## src/rtl/multicycle_controller_pkg.sv

```systemverilog
// Shared encodings for the multicycle RV32I control path: FSM states,
// ALUOp classes consumed by the ALU controller, opcodes, and mux select codes.
// No ports; imported by the controller, its branch decider and the ALU controller.
package multicycle_controller_pkg;

   typedef enum logic [3:0] {
      S_IDLE,
      S_FETCH,
      S_DECODE,
      S_MEM_ADDR,
      S_MEM_READ,
      S_MEM_WB,
      S_MEM_WRITE,
      S_R_EXEC,
      S_I_EXEC,
      S_ALU_WB,
      S_BRANCH,
      S_JAL,
      S_JALR,
      S_LINK,
      S_LUI
   } state_t;

   // ALUOp classes, resolved further by the ALU controller using func3/func7
   localparam logic [1:0] ALUOP_LW_SW = 2'd0;  // ADD
   localparam logic [1:0] ALUOP_B_T   = 2'd1;  // SUB
   localparam logic [1:0] ALUOP_R_T   = 2'd2;
   localparam logic [1:0] ALUOP_I_T   = 2'd3;

   // Opcodes
   localparam logic [6:0] OP_R      = 7'b0110011;
   localparam logic [6:0] OP_I      = 7'b0010011;
   localparam logic [6:0] OP_LOAD   = 7'b0000011;
   localparam logic [6:0] OP_STORE  = 7'b0100011;
   localparam logic [6:0] OP_BRANCH = 7'b1100011;
   localparam logic [6:0] OP_JAL    = 7'b1101111;
   localparam logic [6:0] OP_JALR   = 7'b1100111;
   localparam logic [6:0] OP_LUI    = 7'b0110111;

   // Branch func3 codes
   localparam logic [2:0] F3_BEQ = 3'b000;
   localparam logic [2:0] F3_BNE = 3'b001;
   localparam logic [2:0] F3_BLT = 3'b100;
   localparam logic [2:0] F3_BGE = 3'b101;

   // ResultSrc
   localparam logic [1:0] RES_ALUOUT    = 2'd0;
   localparam logic [1:0] RES_MEMDATA   = 2'd1;
   localparam logic [1:0] RES_ALURESULT = 2'd2;
   localparam logic [1:0] RES_IMM       = 2'd3;

   // ALUSrcA
   localparam logic [1:0] SRCA_PC    = 2'd0;
   localparam logic [1:0] SRCA_OLDPC = 2'd1;
   localparam logic [1:0] SRCA_RS1   = 2'd2;

   // ALUSrcB
   localparam logic [1:0] SRCB_RS2  = 2'd0;
   localparam logic [1:0] SRCB_IMM  = 2'd1;
   localparam logic [1:0] SRCB_FOUR = 2'd2;

   // ImmSrc
   localparam logic [2:0] IMM_I = 3'd0;
   localparam logic [2:0] IMM_S = 3'd1;
   localparam logic [2:0] IMM_B = 3'd2;
   localparam logic [2:0] IMM_J = 3'd3;
   localparam logic [2:0] IMM_U = 3'd4;

endpackage

```

## src/rtl/multicycle_controller_branch_decider.sv

```systemverilog
// Branch condition evaluation after the SUB in the BRANCH cycle.
// Ports: i_func3 (branch kind), i_zero / i_neg (ALU flags) -> o_taken.
// Purely combinational; unsupported func3 codes never take the branch.
module branch_decider
   import multicycle_controller_pkg::*;
(
   input  logic [2:0] i_func3,
   input  logic       i_zero,
   input  logic       i_neg,
   output logic       o_taken
);

   always_comb begin
      o_taken = 1'b0;
      case (i_func3)
         F3_BEQ:  o_taken = i_zero;
         F3_BNE:  o_taken = ~i_zero;
         F3_BLT:  o_taken = i_neg;
         F3_BGE:  o_taken = ~i_neg;
         default: o_taken = 1'b0;
      endcase
   end

endmodule

```

## src/rtl/multicycle_controller.sv

```systemverilog
// Main control FSM for the multicycle RV32I datapath: sequences fetch, decode,
// execute, memory and writeback over 3-5 cycles per instruction.
// Ports: clk/rst (async active-high), op/func3/zero/neg in; datapath selects,
// write strobes, ALUOp, instrDone and illegal pulses out.
module multicycle_controller
   import multicycle_controller_pkg::*;
(
   input  logic       clk,
   input  logic       rst,
   input  logic [6:0] op,
   input  logic [2:0] func3,
   input  logic       zero,
   input  logic       neg,
   output logic       PCWrite,
   output logic       AdrSrc,
   output logic       MemWrite,
   output logic       IRWrite,
   output logic       RegWrite,
   output logic [1:0] ResultSrc,
   output logic [1:0] ALUSrcA,
   output logic [1:0] ALUSrcB,
   output logic [2:0] ImmSrc,
   output logic [1:0] ALUOp,
   output logic       instrDone,
   output logic       illegal
);

   state_t r_state;
   state_t w_next_state;
   logic   w_taken;

   branch_decider u_branch_decider (
      .i_func3 (func3),
      .i_zero  (zero),
      .i_neg   (neg),
      .o_taken (w_taken)
   );

   // Reset lands in IDLE, whose outputs are all zero, so an interrupted
   // MEM_WRITE or writeback loses its strobe as soon as rst rises.
   always_ff @(posedge clk or posedge rst) begin
      if (rst) begin
         r_state <= S_IDLE;
      end else begin
         r_state <= w_next_state;
      end
   end

   always_comb begin
      w_next_state = S_FETCH;
      case (r_state)
         S_IDLE:   w_next_state = S_FETCH;
         S_FETCH:  w_next_state = S_DECODE;
         S_DECODE: begin
            case (op)
               OP_R:                w_next_state = S_R_EXEC;
               OP_I:                w_next_state = S_I_EXEC;
               OP_LOAD, OP_STORE:   w_next_state = S_MEM_ADDR;
               OP_BRANCH:           w_next_state = S_BRANCH;
               OP_JAL:              w_next_state = S_JAL;
               OP_JALR:             w_next_state = S_JALR;
               OP_LUI:              w_next_state = S_LUI;
               default:             w_next_state = S_FETCH;
            endcase
         end
         S_MEM_ADDR:  w_next_state = (op == OP_LOAD) ? S_MEM_READ : S_MEM_WRITE;
         S_MEM_READ:  w_next_state = S_MEM_WB;
         S_R_EXEC:    w_next_state = S_ALU_WB;
         S_I_EXEC:    w_next_state = S_ALU_WB;
         S_JAL:       w_next_state = S_ALU_WB;
         S_JALR:      w_next_state = S_LINK;
         S_LINK:      w_next_state = S_ALU_WB;
         default:     w_next_state = S_FETCH;
      endcase
   end

   always_comb begin
      PCWrite   = 1'b0;
      AdrSrc    = 1'b0;
      MemWrite  = 1'b0;
      IRWrite   = 1'b0;
      RegWrite  = 1'b0;
      ResultSrc = RES_ALUOUT;
      ALUSrcA   = SRCA_PC;
      ALUSrcB   = SRCB_RS2;
      ImmSrc    = IMM_I;
      ALUOp     = ALUOP_LW_SW;
      instrDone = 1'b0;
      illegal   = 1'b0;
      case (r_state)
         S_FETCH: begin
            // PC <= PC + 4 while the IR loads
            IRWrite   = 1'b1;
            ALUSrcA   = SRCA_PC;
            ALUSrcB   = SRCB_FOUR;
            ResultSrc = RES_ALURESULT;
            PCWrite   = 1'b1;
         end
         S_DECODE: begin
            // ALUOut <= OldPC + imm: the branch/jump target, computed speculatively
            ALUSrcA = SRCA_OLDPC;
            ALUSrcB = SRCB_IMM;
            ImmSrc  = (op == OP_JAL) ? IMM_J : IMM_B;
            case (op)
               OP_R, OP_I, OP_LOAD, OP_STORE, OP_BRANCH,
               OP_JAL, OP_JALR, OP_LUI: illegal = 1'b0;
               default:                 illegal = 1'b1;
            endcase
         end
         S_MEM_ADDR: begin
            ALUSrcA = SRCA_RS1;
            ALUSrcB = SRCB_IMM;
            ImmSrc  = (op == OP_LOAD) ? IMM_I : IMM_S;
         end
         S_MEM_READ: AdrSrc = 1'b1;
         S_MEM_WB: begin
            ResultSrc = RES_MEMDATA;
            RegWrite  = 1'b1;
            instrDone = 1'b1;
         end
         S_MEM_WRITE: begin
            AdrSrc    = 1'b1;
            MemWrite  = 1'b1;
            instrDone = 1'b1;
         end
         S_R_EXEC: begin
            ALUSrcA = SRCA_RS1;
            ALUSrcB = SRCB_RS2;
            ALUOp   = ALUOP_R_T;
         end
         S_I_EXEC: begin
            ALUSrcA = SRCA_RS1;
            ALUSrcB = SRCB_IMM;
            ALUOp   = ALUOP_I_T;
         end
         S_ALU_WB: begin
            ResultSrc = RES_ALUOUT;
            RegWrite  = 1'b1;
            instrDone = 1'b1;
         end
         S_BRANCH: begin
            // ALU compares rs1-rs2 while ALUOut still holds the target from DECODE
            ALUSrcA   = SRCA_RS1;
            ALUSrcB   = SRCB_RS2;
            ALUOp     = ALUOP_B_T;
            ResultSrc = RES_ALUOUT;
            PCWrite   = w_taken;
            instrDone = 1'b1;
         end
         S_JAL: begin
            // PC <= target held in ALUOut; ALU forms the link value OldPC + 4
            ALUSrcA   = SRCA_OLDPC;
            ALUSrcB   = SRCB_FOUR;
            ResultSrc = RES_ALUOUT;
            PCWrite   = 1'b1;
         end
         S_JALR: begin
            ALUSrcA   = SRCA_RS1;
            ALUSrcB   = SRCB_IMM;
            ResultSrc = RES_ALURESULT;
            PCWrite   = 1'b1;
         end
         S_LINK: begin
            ALUSrcA = SRCA_OLDPC;
            ALUSrcB = SRCB_FOUR;
         end
         S_LUI: begin
            ImmSrc    = IMM_U;
            ResultSrc = RES_IMM;
            RegWrite  = 1'b1;
            instrDone = 1'b1;
         end
         default: ;
      endcase
   end

endmodule
```

## config.mk

```make
export PLATFORM = sky130hd
export DESIGN_NAME = multicycle_controller
export DESIGN_NICKNAME = d
export VERILOG_FILES = /design/src/rtl/multicycle_controller_pkg.sv /design/src/rtl/multicycle_controller_branch_decider.sv /design/src/rtl/multicycle_controller.sv
export SDC_FILE = /design/constraint.sdc
export NUM_CORES = 1
export LEC_CHECK = 0
export BUFFER_PORTS_ARGS = -buffer_cell sky130_fd_sc_hd__clkbuf_2
export CAP_MARGIN = 0
export CORE_MARGIN = 8
export CORE_UTILIZATION = 40
export DETAILED_ROUTE_END_ITERATION = 10
export GPL_TIMING_DRIVEN = 0
export PLACE_DENSITY = 0.71
export SLEW_MARGIN = 20
export SYNTH_ARGS = -nofsm -noshare
export SYNTH_HDL_FRONTEND = slang
export SYNTH_SLANG_ARGS = --single-unit
```

## constraint.sdc

```tcl
create_clock -name clk -period 2.6 [get_ports clk]
set_input_delay 0 -clock clk [delete_from_list [all_inputs] [get_ports clk]]
set_output_delay 0 -clock clk [all_outputs]
set_load 0.1 [all_outputs]
```

## Yosys cells after proc, flatten, opt, wreduce, memory -nomap -nowiden

Index checks and enable logic that the tools add are counted.

- Output and inout port bits: 18
- Bits of input ports: 14
- Flip-flop bits (word level): 4
- Word-level logic and storage cells: 60

- Reduce and logical (&&, ||, !) cells: 13
- Mux-type cells: 19
- Bitwise operators: 2
- Equal/unequal tests: 25

Operator list:

| operator | count |
|---|---|
| == test 4 bit (second input constant) | 7 |
| case mux 4 bit (7 select lines) | 1 |
| case mux 4 bit (6 select lines) | 1 |
| == test 7 x 6 -> 1 bit (second input constant) | 3 |
| == test 7 bit (second input constant) | 3 |
| == test 4 x 3 -> 1 bit (second input constant) | 4 |
| case mux 2 bit (3 select lines) | 2 |
| OR reduction 3 bit | 4 |
| OR reduction 5 bit | 2 |
| two-way mux 1 bit | 9 |
| case mux 3 bit (3 select lines) | 1 |
| == test 4 x 2 -> 1 bit (second input constant) | 2 |
| case mux 2 bit (2 select lines) | 2 |
| OR reduction 4 bit | 2 |
| OR reduction 8 bit | 1 |
| == test 7 x 2 -> 1 bit (second input constant) | 1 |
| == test 7 x 5 -> 1 bit (second input constant) | 1 |
| == test 3 bit (second input constant) | 2 |
| OR reduction 2 bit | 3 |
| == test 4 x 1 -> 1 bit (second input constant) | 1 |
| case mux 1 bit (4 select lines) | 1 |
| == test 3 x 1 -> 1 bit (second input constant) | 1 |
| zero test 3 bit | 1 |
| two-way mux 2 bit | 1 |
| 2 further kinds | 3 |

## Depth between registers and ports, before layout

Gate-level depths: netlist of run 1.

- Depth in word-level cells: 4
- Gate-level depth with buffers: 5
- Depth with buffers taken out: 4

## Hierarchy

A second synthesis of run 1 with hierarchy kept.

- Cells, all modules: 88
- Area, all modules: 603.1 um^2

Modules (own cells, without submodules):

| module | cells an instance | sequential area each (um^2) | area an instance (um^2) | times used |
|---|---|---|---|---|
| multicycle_controller | 84 | 100.1 | 571.8 | 1 |
| branch_decider | 4 | 0.0 | 31.3 | 1 |

## Worst setup path after synthesis of run 1

No wires, ideal clock.

- Path type: flip-flop to output port
- Start: register r_state[0]
- End: output illegal
- Cell stages (with the launch flop): 4
- Setup slack: -1.182 ns
- Data arrival time: 3.782 ns
- Path buffers: 0
- Data required time: 2.600 ns
- Cell sequence: dfrtp_1 -> or2b_2 -> nor3_1 -> and2_1

- Word-level cells in the longest chain between the ends: 2

RTL lines:

| element | RTL line | source |
|---|---|---|
| from (decl) | multicycle_controller.sv:28 | `state_t r_state;` |
| from (signal assigned) | multicycle_controller.sv:45 | `r_state <= w_next_state;` |
| == test 4 x 2 -> 1 bit | multicycle_controller.sv:90 | `case (r_state)` |
| two-way mux 1 bit | multicycle_controller.sv:90 |  |
| to (decl) | multicycle_controller.sv:25 | `output logic illegal` |

Every way passes these cells.

## Final worst setup path of run 1

- Start: register r_state[0]
- End: output ImmSrc[0]

- Word-level cells in the longest chain between the ends: 2
- Elaborated cells on any way between the ends: 4
- Classes of those cells: eq/ne (3); mux (1)

RTL lines:

| element | RTL line | source |
|---|---|---|
| == test 4 bit or == test 4 x 2 -> 1 bit (tied branches) | multicycle_controller.sv:90 |  |
| case mux 3 bit (3 select lines) * | multicycle_controller.sv:90 |  |
| to (decl) | multicycle_controller.sv:22 | `output logic [2:0] ImmSrc,` |

Every way passes the cells marked *; elsewhere a longest branch is shown, timed or not.

==> results of run 1 <==
==> worst max-delay path by stage <==
stage                from         to  slack, ns  depth (start not counted)
3_3_place_gp   r_state[0]  ImmSrc[0]       0.80                          4
3_5_place_dp   r_state[0]  ImmSrc[0]       0.73                          4
4_1_cts        r_state[0]  ImmSrc[0]       0.48                          4
2_1_floorplan  r_state[0]    illegal      -0.25                          3
5_1_grt        r_state[0]  ImmSrc[0]       0.37                          4
6_report       r_state[0]  ImmSrc[0]       0.46                          4
==> area by class of cell <==
| cell class | instances | share of cell area [%] |
|---|---|---|
| plain buffers | 6 | 5.02 |
| clock buffers | 3 | 2.58 |
| inverters | 7 | 3.01 |
| multi-input cells | 76 | 57.2 |
| flip-flops and latches | 4 | 11.5 |
| well taps | 16 | 2.30 |
| repair buffers | 31 | 18.4 |
==> stage by stage <==
stage                     worst slack (ns)  utilization [%]  hold WS (ns)  cell area [sq um]  instances
after global routing                 0.371             57.2         0.167                872        143
after detailed placement             0.732             55.1        -0.129                840        139
after floorplan                     -0.246                -        -0.234                669         93
after CTS                            0.480             57.2         0.147                872        143
after global placement               0.804             55.1        -0.142                840        139
final                                0.461             57.2         0.150                872        143
==> cells by family (layout without fill, tap and decap cells) <==
group / Yosys count / after routing
DFF: 4 / 4
muxes: 2 / 2
AOI/OAI and AO/OA: 28 / 28
buffers and inverters: 13 / 47
and+or+nand+nor: 43 / 43
xor gates and xnor gates: 3 / 3
==> metal layers <==
metal | part of all wire (%) | global-route usage [%] | routed length, um
met5 | 0 | 0 | 0
met3 | 9.1 | 4.94 | 181
met2 | 50 | 20.8 | 986
met1 | 40 | 12.9 | 787
met4 | 1.2 | 5.15 | 24
==> placed cells by master (no fill, tap or decap), types with 3 or more instances in the layout <==
| master | n |
|---|---|
| inv_1 | 7 |
| nand2b_1 | 4 |
| clkbuf_4 | 3 |
| and2_1 | 3 |
| nand3b_1 | 3 |
| clkbuf_2 | 30 |
| o21ai_0 | 5 |
| a21oi_1 | 4 |
| nand2_1 | 8 |
| nor2_1 | 10 |
| dfrtp_1 | 4 |
| o21ai_1 | 4 |
| nor2b_1 | 3 |
==> worst max-delay path, cell delays in order (launching register included) <==
cell and delay, ns:
dfrtp_1 0.44, or2b_2 0.37, nor4_1 0.43, a21o_2 0.21, clkbuf_2 0.45
==> impl_metrics.py, run 1 <==
metrics = {
    "status": {
        "outcome": "finished, final reports clean",
    },
    "yosys": {
        "synthTopCellsByCount": "10 x nor2_1, 9 x o21ai_0, 8 x nand2_1, 7 x inv_1",
        "ys.flop_type": "dfrtp_1",
        "async_reset_ff_share_pct": 100,
        "synthCells": 93,
        "synthMostInstantiatedCell": "nor2_1",
        "synth.area.mux_share_pct": 3.07,
        "synth-xor-area-share_pct": 4.03,
        "ys_ff_latch": 4,
        "synth_edf_count": 0,
        "synth_area_sq_um": 652,
        "ys_top_cells_by_area": "dfrtp_1 15%, o21ai_0 6.9%, nor2_1 5.8%",
        "synth_top_area_share_pct": 15.4,
        "synth-compound-area-share_pct": 29.6,
        "synth_fp_nets": 107,
        "ys_warn_count": 0,
        "synthAdderAreaFrac_pct": 0,
        "syn-mean-instance-area_sq_um": 7.01,
        "synth_top_family_by_area": "simple AND/OR/NAND/NOR gates",
        "synthDistinctLibCells": 42,
        "yosysSeqAreaShare_pct": 15.4,
        "synthSimpleGateAreaFrac_pct": 37.2,
        "netlist.top_cell.by_area": "dfrtp_1",
    },
    "sta": {
        "drv_slew": 0,
        "relSlewSlack_pct": 63.8,
        "fin_crit_sh_pct": 82.3,
        "fmax_ghz": 0.467,
        "rsz0062_at_grt": "no",
        "finalSetupViolations": 0,
        "setup_tns_ns": 0,
        "worst_slew_pin_slew_ns": 0.539,
        "skew_ns": 0.00668,
        "final.min_clock_period_ns": 2.14,
        "finalHoldViolations": 0,
    },
    "clocking": {
        "htree_levels": 1,
        "clock_latency_ns": 0.24,
        "cts.path.max_buffers": 2,
        "clk_pin_slew_worst_paths_ns": 0.04,
        "cts-root-buf": "clkbuf_4",
        "cts_resized": 0,
        "cts_setup_buffers": 0,
        "postCtsHoldBufs": 1,
        "tritoncts": "built",
        "cts_buffers": 3,
        "clock-sinks": 4,
    },
    "critical_path": {
        "cp.arrival_ns": 2.14,
        "cp-start-kind": "flip-flop",
        "required_ns": 2.60,
        "worstSetupPathType": "flip-flop to output port",
        "critPathMaxFanout": 9,
        "timing.rr.end": "r_state[3]",
        "r2r_start": "r_state[0]",
        "crit_path_end_kind": "output port",
        "ff2ff_setup_slack_ns": 0.99,
        "rr_worst_depth": 4,
    },
    "floorplanning": {
        "ios": 32,
        "core-area_sq_mm": 0.00152,
        "start_util_pct": 42.8,
        "dieArea_sq_mm": 0.00318,
        "rows": 14,
        "die_w_um": 56.4,
        "fp.dieH_um": 56.4,
    },
    "global_routing": {
        "antenna_found_initial": 0,
        "grt_max_degree": 11,
        "gr-total-overflow": 0,
        "track_usage_pct": 12.2,
        "grt_pass1_vias": 767,
        "grt_pass1_wl_mm": 3.38,
    },
    "hold_path": {
        "hold_path.class": "input pin to flip-flop",
        "min_from": "op[5]",
        "min_to": "r_state[3]",
        "holdPathStages": 3,
    },
    "routing": {
        "wl_mm": 1.98,
        "ant_nets": 0,
        "drc": 0,
        "wl_per_cell_um": 13.8,
        "vias_per_cell": 5.50,
        "num_vias": 786,
        "dr.pass1.iters": 7,
        "drt_iter0_drc": 7,
    },
    "cells_and_area": {
        "final_nets": 143,
        "reg_top3": "r_state: 4 flops",
        "diodes": 0,
        "seqCellArea_sq_um": 100,
        "regMostFlops": "r_state",
        "areaGrowthSynthToFinish_pct": 33.8,
        "multi_input_area_sq_um": 499,
        "final_layout_size_suffix_gt1_share_pct": 36.2,
        "largest_reg_flops": 4,
        "fill_cells": 143,
    },
    "placement": {
        "gp_congestion": 0.855,
        "numPortBuffers": 30,
        "dp_hpwl_mm": 1.62,
    },
    "flow_run": {
        "max_cap_violations": 0,
    },
}
Power of run 1 is left out: the tool's default activity adds up to more than one toggle a clock period on the data nets, which glitch-free logic cannot reach.
==> inputs of run 2 (changes only) <==
--- a/config.mk
+++ b/config.mk
@@ -5,13 +5,14 @@
 export SDC_FILE = /design/constraint.sdc
 export NUM_CORES = 1
 export LEC_CHECK = 0
+export ABC_AREA = 1
 export BUFFER_PORTS_ARGS = -buffer_cell sky130_fd_sc_hd__clkbuf_2
 export CAP_MARGIN = 0
 export CORE_MARGIN = 8
 export CORE_UTILIZATION = 40
 export DETAILED_ROUTE_END_ITERATION = 10
 export GPL_TIMING_DRIVEN = 0
-export PLACE_DENSITY = 0.71
+export PLACE_DENSITY = 0.74
 export SLEW_MARGIN = 20
 export SYNTH_ARGS = -nofsm -noshare
 export SYNTH_HDL_FRONTEND = slang
==> constraint.sdc (replaced) <==
create_clock -name clk -period 2.1 [get_ports clk]
set_input_delay 0 -clock clk [delete_from_list [all_inputs] [get_ports clk]]
set_output_delay 0 -clock clk [all_outputs]
set_load 0.1 [all_outputs]
==> run 2 against run 1 <==
  * Die area decreased by 10%
  * Non-clock buffer count is 5 lower
  * Wire length down 14%
  * Sequential share of layout area rose by 1.1 points
  * Critical endpoint unchanged
  * Highest routed layer unchanged
==> impl_metrics.py, run 2 <==
metrics = {
    "clocking": {
        "clock_latency_ns": 0.24,
        "clk_pin_slew_worst_paths_ns": 0.04,
        "cts-root-buf": "clkbuf_4",
        "cts.path.max_buffers": 2,
        "htree_levels": 1,
        "tritoncts": "built",
        "cts_buffers": 3,
        "clock-sinks": 4,
    },
    "routing": {
        "drc": 0,
        "drt_iter0_drc": 20,
        "vias_per_cell": 4.91,
        "wl_mm": 1.69,
        "wl_per_cell_um": 10.9,
        "ant_nets": 0,
        "num_vias": 761,
        "dr.pass1.iters": 4,
    },
    "yosys": {
        "synthMostInstantiatedCell": "nand2_1",
        "synthCells": 105,
        "async_reset_ff_share_pct": 100,
        "yosysSeqAreaShare_pct": 17.8,
        "ys_warn_count": 0,
        "ys.flop_type": "dfrtp_1",
        "synthTopCellsByCount": "29 x nand2_1, 19 x nor2_1, 15 x inv_1, 6 x nand3_1, 6 x o21ai_0",
        "netlist.top_cell.by_area": "nand2_1",
        "synth_fp_nets": 119,
        "synth_edf_count": 0,
        "ys_top_cells_by_area": "nand2_1 19%, dfrtp_1 18%, nor2_1 13%",
        "synth_top_area_share_pct": 19.4,
        "synthDistinctLibCells": 19,
        "ys_ff_latch": 4,
        "syn-mean-instance-area_sq_um": 5.35,
        "synth_area_sq_um": 562,
    },
    "global_routing": {
        "gr-total-overflow": 0,
        "grt_max_degree": 9,
        "track_usage_pct": 12.2,
        "grt_pass1_vias": 680,
        "antenna_found_initial": 0,
        "grt_pass1_wl_mm": 2.68,
    },
    "status": {
        "outcome": "finished, final reports clean",
    },
    "critical_path": {
        "path_cells": "nor2_1, inv_2, nor2_4, inv_2, o21ai_4, clkbuf_2",
        "cp.depth": 6,
        "worst-path-buf-inv": 3,
        "crit_path_end_kind": "output port",
        "slowest_delay_ns": 0.46,
        "cp-start-kind": "flip-flop",
        "worstSetupPathType": "flip-flop to output port",
        "cpMaxStageDelayCell": "clkbuf_2",
        "cp.arrival_ns": 1.87,
        "required_ns": 2.10,
        "ff2ff_setup_slack_ns": 0.82,
        "path_common_cell": "inv_2",
        "cp_top_family": "buffers and inverters",
        "rr_worst_depth": 6,
        "critPathMaxFanout": 8,
    },
    "sta": {
        "fin_crit_sh_pct": 89.2,
        "finalHoldViolations": 0,
        "fmax_ghz": 0.534,
        "final.min_clock_period_ns": 1.87,
        "skew_ns": 0.00294,
        "drv_slew": 0,
        "rsz0062_at_grt": "no",
        "relSlewSlack_pct": 63.5,
        "worst_slew_pin_slew_ns": 0.550,
        "finalSetupViolations": 0,
    },
    "hold_path": {
        "holdPathStages": 5,
        "hold_path.class": "input pin to flip-flop",
    },
    "cells_and_area": {
        "seqCellArea_sq_um": 100,
        "multi_input_area_sq_um": 418,
        "areaGrowthSynthToFinish_pct": 41.6,
        "regMostFlops": "r_state",
        "final_common_cell": "clkbuf_2",
        "largest_reg_flops": 4,
        "diodes": 0,
        "reg_top3": "r_state: 4 flops",
        "fill_cells": 135,
        "design_area_sq_um": 796,
        "final_layout_size_suffix_gt1_share_pct": 34.3,
        "final_cell_mix": "31 x clkbuf_2, 29 x nand2_1, 17 x nor2_1",
        "final_nets": 156,
    },
    "floorplanning": {
        "die_w_um": 53.5,
        "rows": 13,
        "fp.dieH_um": 53.5,
        "ios": 32,
        "dieArea_sq_mm": 0.00286,
        "start_util_pct": 43.2,
        "core-area_sq_mm": 0.00130,
    },
    "placement": {
        "numPortBuffers": 31,
        "dp_hpwl_mm": 1.46,
        "post_dp_cell_area_sq_um": 763,
        "gp_congestion": 0.821,
    },
    "flow_run": {
        "max_cap_violations": 0,
    },
}
## run 2: path summary, 6_finish.rpt
check | startpoint | end
max | r_state[3] | ImmSrc[0]
min | op[4] | r_state[1]
max reg2reg | r_state[0] | r_state[3]
min reg2reg | r_state[1] | r_state[0]
max in group asynchronous | rst | r_state[2]
min in group asynchronous | rst | r_state[1]
## run 2: through the flow
| stage | setup TNS (ns) | util (%) | setup slack [ns] | hold slack, ns | instances |
|---|---|---|---|---|---|
| 2_1_floorplan | -1.44 | - | -0.674 | -0.234 | 105 |
| 3_3_place_gp | 0 | 58.7 | 0.488 | -0.139 | 151 |
| 3_5_place_dp | 0 | 58.7 | 0.473 | -0.137 | 151 |
| 4_1_cts | 0 | 61.2 | 0.221 | 0.149 | 155 |
| 5_1_grt | 0 | 61.2 | 0.0911 | 0.173 | 155 |
| 6_report | 0 | 61.2 | 0.226 | 0.154 | 155 |
## run 2: worst reg2reg max path, cell delays in order, from the launching register on
cell and delay [ns]:
dfrtp_1 0.46, nand2_1 0.22, inv_1 0.10, nand3_1 0.10, o21ai_2 0.07, nor3_1 0.15
nand2_1 0.07
## run 2: area by class of cell
type                    instances  share of cell area [%]
repair buffers                 32                    20.8
well taps                      15                    2.36
clock buffers                   3                    2.83
flip-flops and latches          4                    12.6
multi-input cells              82                    52.5
inverters                      19                    8.96
## run 2: kinds of logic after synthesis
logic type / count (synthesis) / synth area share, %
xor+xnor: 1 / 1.56
compound gates: 16 / 18.0
simple gates: 65 / 49.9
flops: 4 / 17.8
buf+inv: 19 / 12.7
## run 2: layer usage
| layer | up-vias | track usage, % | wire length, um |
|---|---|---|---|
| li1 | 410 | - | - |
| met1 | 321 | 12.9 | 684 |
| met2 | 28 | 21.5 | 884 |
| met3 | 2 | 2.24 | 107 |
| met4 | 0 | 7.56 | 17 |
| met5 | - | 0 | 0 |
## run 2: timing repair
action | 4_1_cts | 5_1_grt
hold buffers | 1 | 0
gates resized for setup | 0 | 0
buffers inserted | 0 | 0
endpoints found under the hold margin | 4 | 0
Power of run 2 is left out for the same reason.
==> inputs of run 3 (changes only) <==
--- a/config.mk
+++ b/config.mk
@@ -5,14 +5,13 @@
 export SDC_FILE = /design/constraint.sdc
 export NUM_CORES = 1
 export LEC_CHECK = 0
-export ABC_AREA = 1
 export BUFFER_PORTS_ARGS = -buffer_cell sky130_fd_sc_hd__clkbuf_2
 export CAP_MARGIN = 0
 export CORE_MARGIN = 8
 export CORE_UTILIZATION = 40
 export DETAILED_ROUTE_END_ITERATION = 10
 export GPL_TIMING_DRIVEN = 0
-export PLACE_DENSITY = 0.74
+export PLACE_DENSITY = 0.71
 export SLEW_MARGIN = 20
 export SYNTH_ARGS = -nofsm -noshare
 export SYNTH_HDL_FRONTEND = slang
==> run 3 against run 2 <==
  * Count of clock-buffer cells in the layout is the same
  * Die area rose by 11%
  * Clock skew grew 0.0033 ns
  * Global-route usage hardly changed
  * First-iteration DRC count fell by 40%
  * Critical path type unchanged
==> impl_metrics.py, run 3 (synthesized netlist as in run 1, its figures left out) <==
metrics = {
    "placement": {
        "gp_congestion": 0.810,
        "numPortBuffers": 30,
        "pre_cts_ws_ns": 0.259,
        "dp_hpwl_mm": 1.57,
    },
    "sta": {
        "relSlewSlack_pct": 63.7,
        "whs_ns": 0.149,
        "drv_slew": 0,
        "fmax_ghz": 0.505,
        "finalSetupViolations": 0,
        "rsz0062_at_grt": "no",
        "finalHoldViolations": 0,
        "fin_ws_ns": 0.118,
        "worst_slew_pin_slew_ns": 0.547,
        "skew_ns": 0.00619,
        "final.min_clock_period_ns": 1.98,
        "fin_crit_sh_pct": 94.4,
    },
    "flow_run": {
        "max_cap_violations": 0,
    },
    "critical_path": {
        "critPathMaxFanout": 9,
        "cp.arrival_ns": 1.98,
        "required_ns": 2.10,
        "path_cells": "or2b_2, nor4_1, a21o_2, clkbuf_4",
        "cp-startpoint": "r_state[0]",
        "r2r_start": "r_state[0]",
        "cpMaxStageDelayCell": "dfrtp_1",
        "crit_path_end_kind": "output port",
        "slowest_delay_ns": 0.45,
        "cp-start-kind": "flip-flop",
        "worstSetupPathType": "flip-flop to output port",
    },
    "cells_and_area": {
        "final_common_cell": "clkbuf_2",
        "diodes": 0,
        "regMostFlops": "r_state",
        "final_layout_size_suffix_gt1_share_pct": 38.6,
        "final_cell_mix": "29 x clkbuf_2, 10 x nor2_1, 8 x nand2_1",
        "areaGrowthSynthToFinish_pct": 35.5,
        "final_util_pct": 58.0,
        "reg_top3": "r_state: 4 flops",
        "final_nets": 143,
        "largest_reg_flops": 4,
        "fill_cells": 169,
    },
    "status": {
        "outcome": "finished, final reports clean",
    },
    "global_routing": {
        "grt_pass1_wl_mm": 3.31,
        "track_usage_pct": 12.2,
        "grt_max_degree": 11,
        "gr-total-overflow": 0,
        "grt_pass1_vias": 801,
        "antenna_found_initial": 0,
    },
    "floorplanning": {
        "die_w_um": 56.4,
        "ios": 32,
        "rows": 14,
        "start_util_pct": 42.8,
        "core-area_sq_mm": 0.00152,
        "dieArea_sq_mm": 0.00318,
        "fp.dieH_um": 56.4,
    },
    "routing": {
        "drc": 0,
        "drt_iter0_drc": 12,
        "ant_nets": 0,
        "num_vias": 793,
        "dr.pass1.iters": 4,
        "wl_mm": 1.91,
        "wl_per_cell_um": 13.4,
        "vias_per_cell": 5.55,
    },
    "clocking": {
        "clock-sinks": 4,
        "clock_latency_ns": 0.24,
        "tritoncts": "built",
        "htree_levels": 1,
        "cts_buffers": 3,
        "cts-root-buf": "clkbuf_4",
        "clk_pin_slew_worst_paths_ns": 0.04,
        "cts.path.max_buffers": 2,
    },
    "hold_path": {
        "min_from": "op[5]",
        "hold_path.class": "input pin to flip-flop",
    },
}
## run 3: final timing paths
check | endpoint | slack, ns | cells after the start
max in group asynchronous | r_state[0] | 1.78 | 3
max | ImmSrc[0] | 0.12 | 4
max reg2reg | r_state[3] | 0.50 | 4
min | r_state[3] | 0.15 | 3
min reg2reg | r_state[2] | 0.66 | 2
min in group asynchronous | r_state[3] | 0.17 | 3
## run 3: repair_timing
| action | in CTS | in global routing |
|---|---|---|
| hold buffers | 1 | 0 |
| buffers inserted | 0 | 0 |
| endpoints found under the setup margin | 0 | 1 |
| resized for setup | 0 | 2 |
| hold endpoints to repair | 4 | 0 |
## run 3: routing by layer
| metal | track usage (%) | share of wire [%] |
|---|---|---|
| met5 | 0 | 0 |
| met4 | 7.22 | 2.5 |
| met3 | 4.49 | 5.2 |
| met1 | 11.7 | 43 |
| met2 | 21.6 | 49 |
## run 3: through the flow
stage	std cells	instance area, sq um	TNS, ns
floorplan	93	678	-1.43
global placement	139	848	0
detailed placement	139	848	0
CTS	143	881	0
global route	143	883	0
finish	143	883	0
## run 3: area by class of cell
class                           instances  area, sq um  share of cell area (%)
Buffer                                  6         48.8                    5.52
Inverter                                7         26.3                    2.97
Sequential cell                         4          100                    11.3
Timing Repair Buffer                   31          163                    18.4
Clock buffer                            3         22.5                    2.55
Multi-Input combinational cell         76          503                    56.9
Tap cell                               16         20.0                    2.27
## run 3: worst max-delay path: cells and delay by family (launching register included)
kind            cells  cell delay (ns)
buf+inv             1             0.32
simple gates        2             0.76
flops               1             0.45
compound gates      1             0.21
Power of run 3 is left out for the same reason.
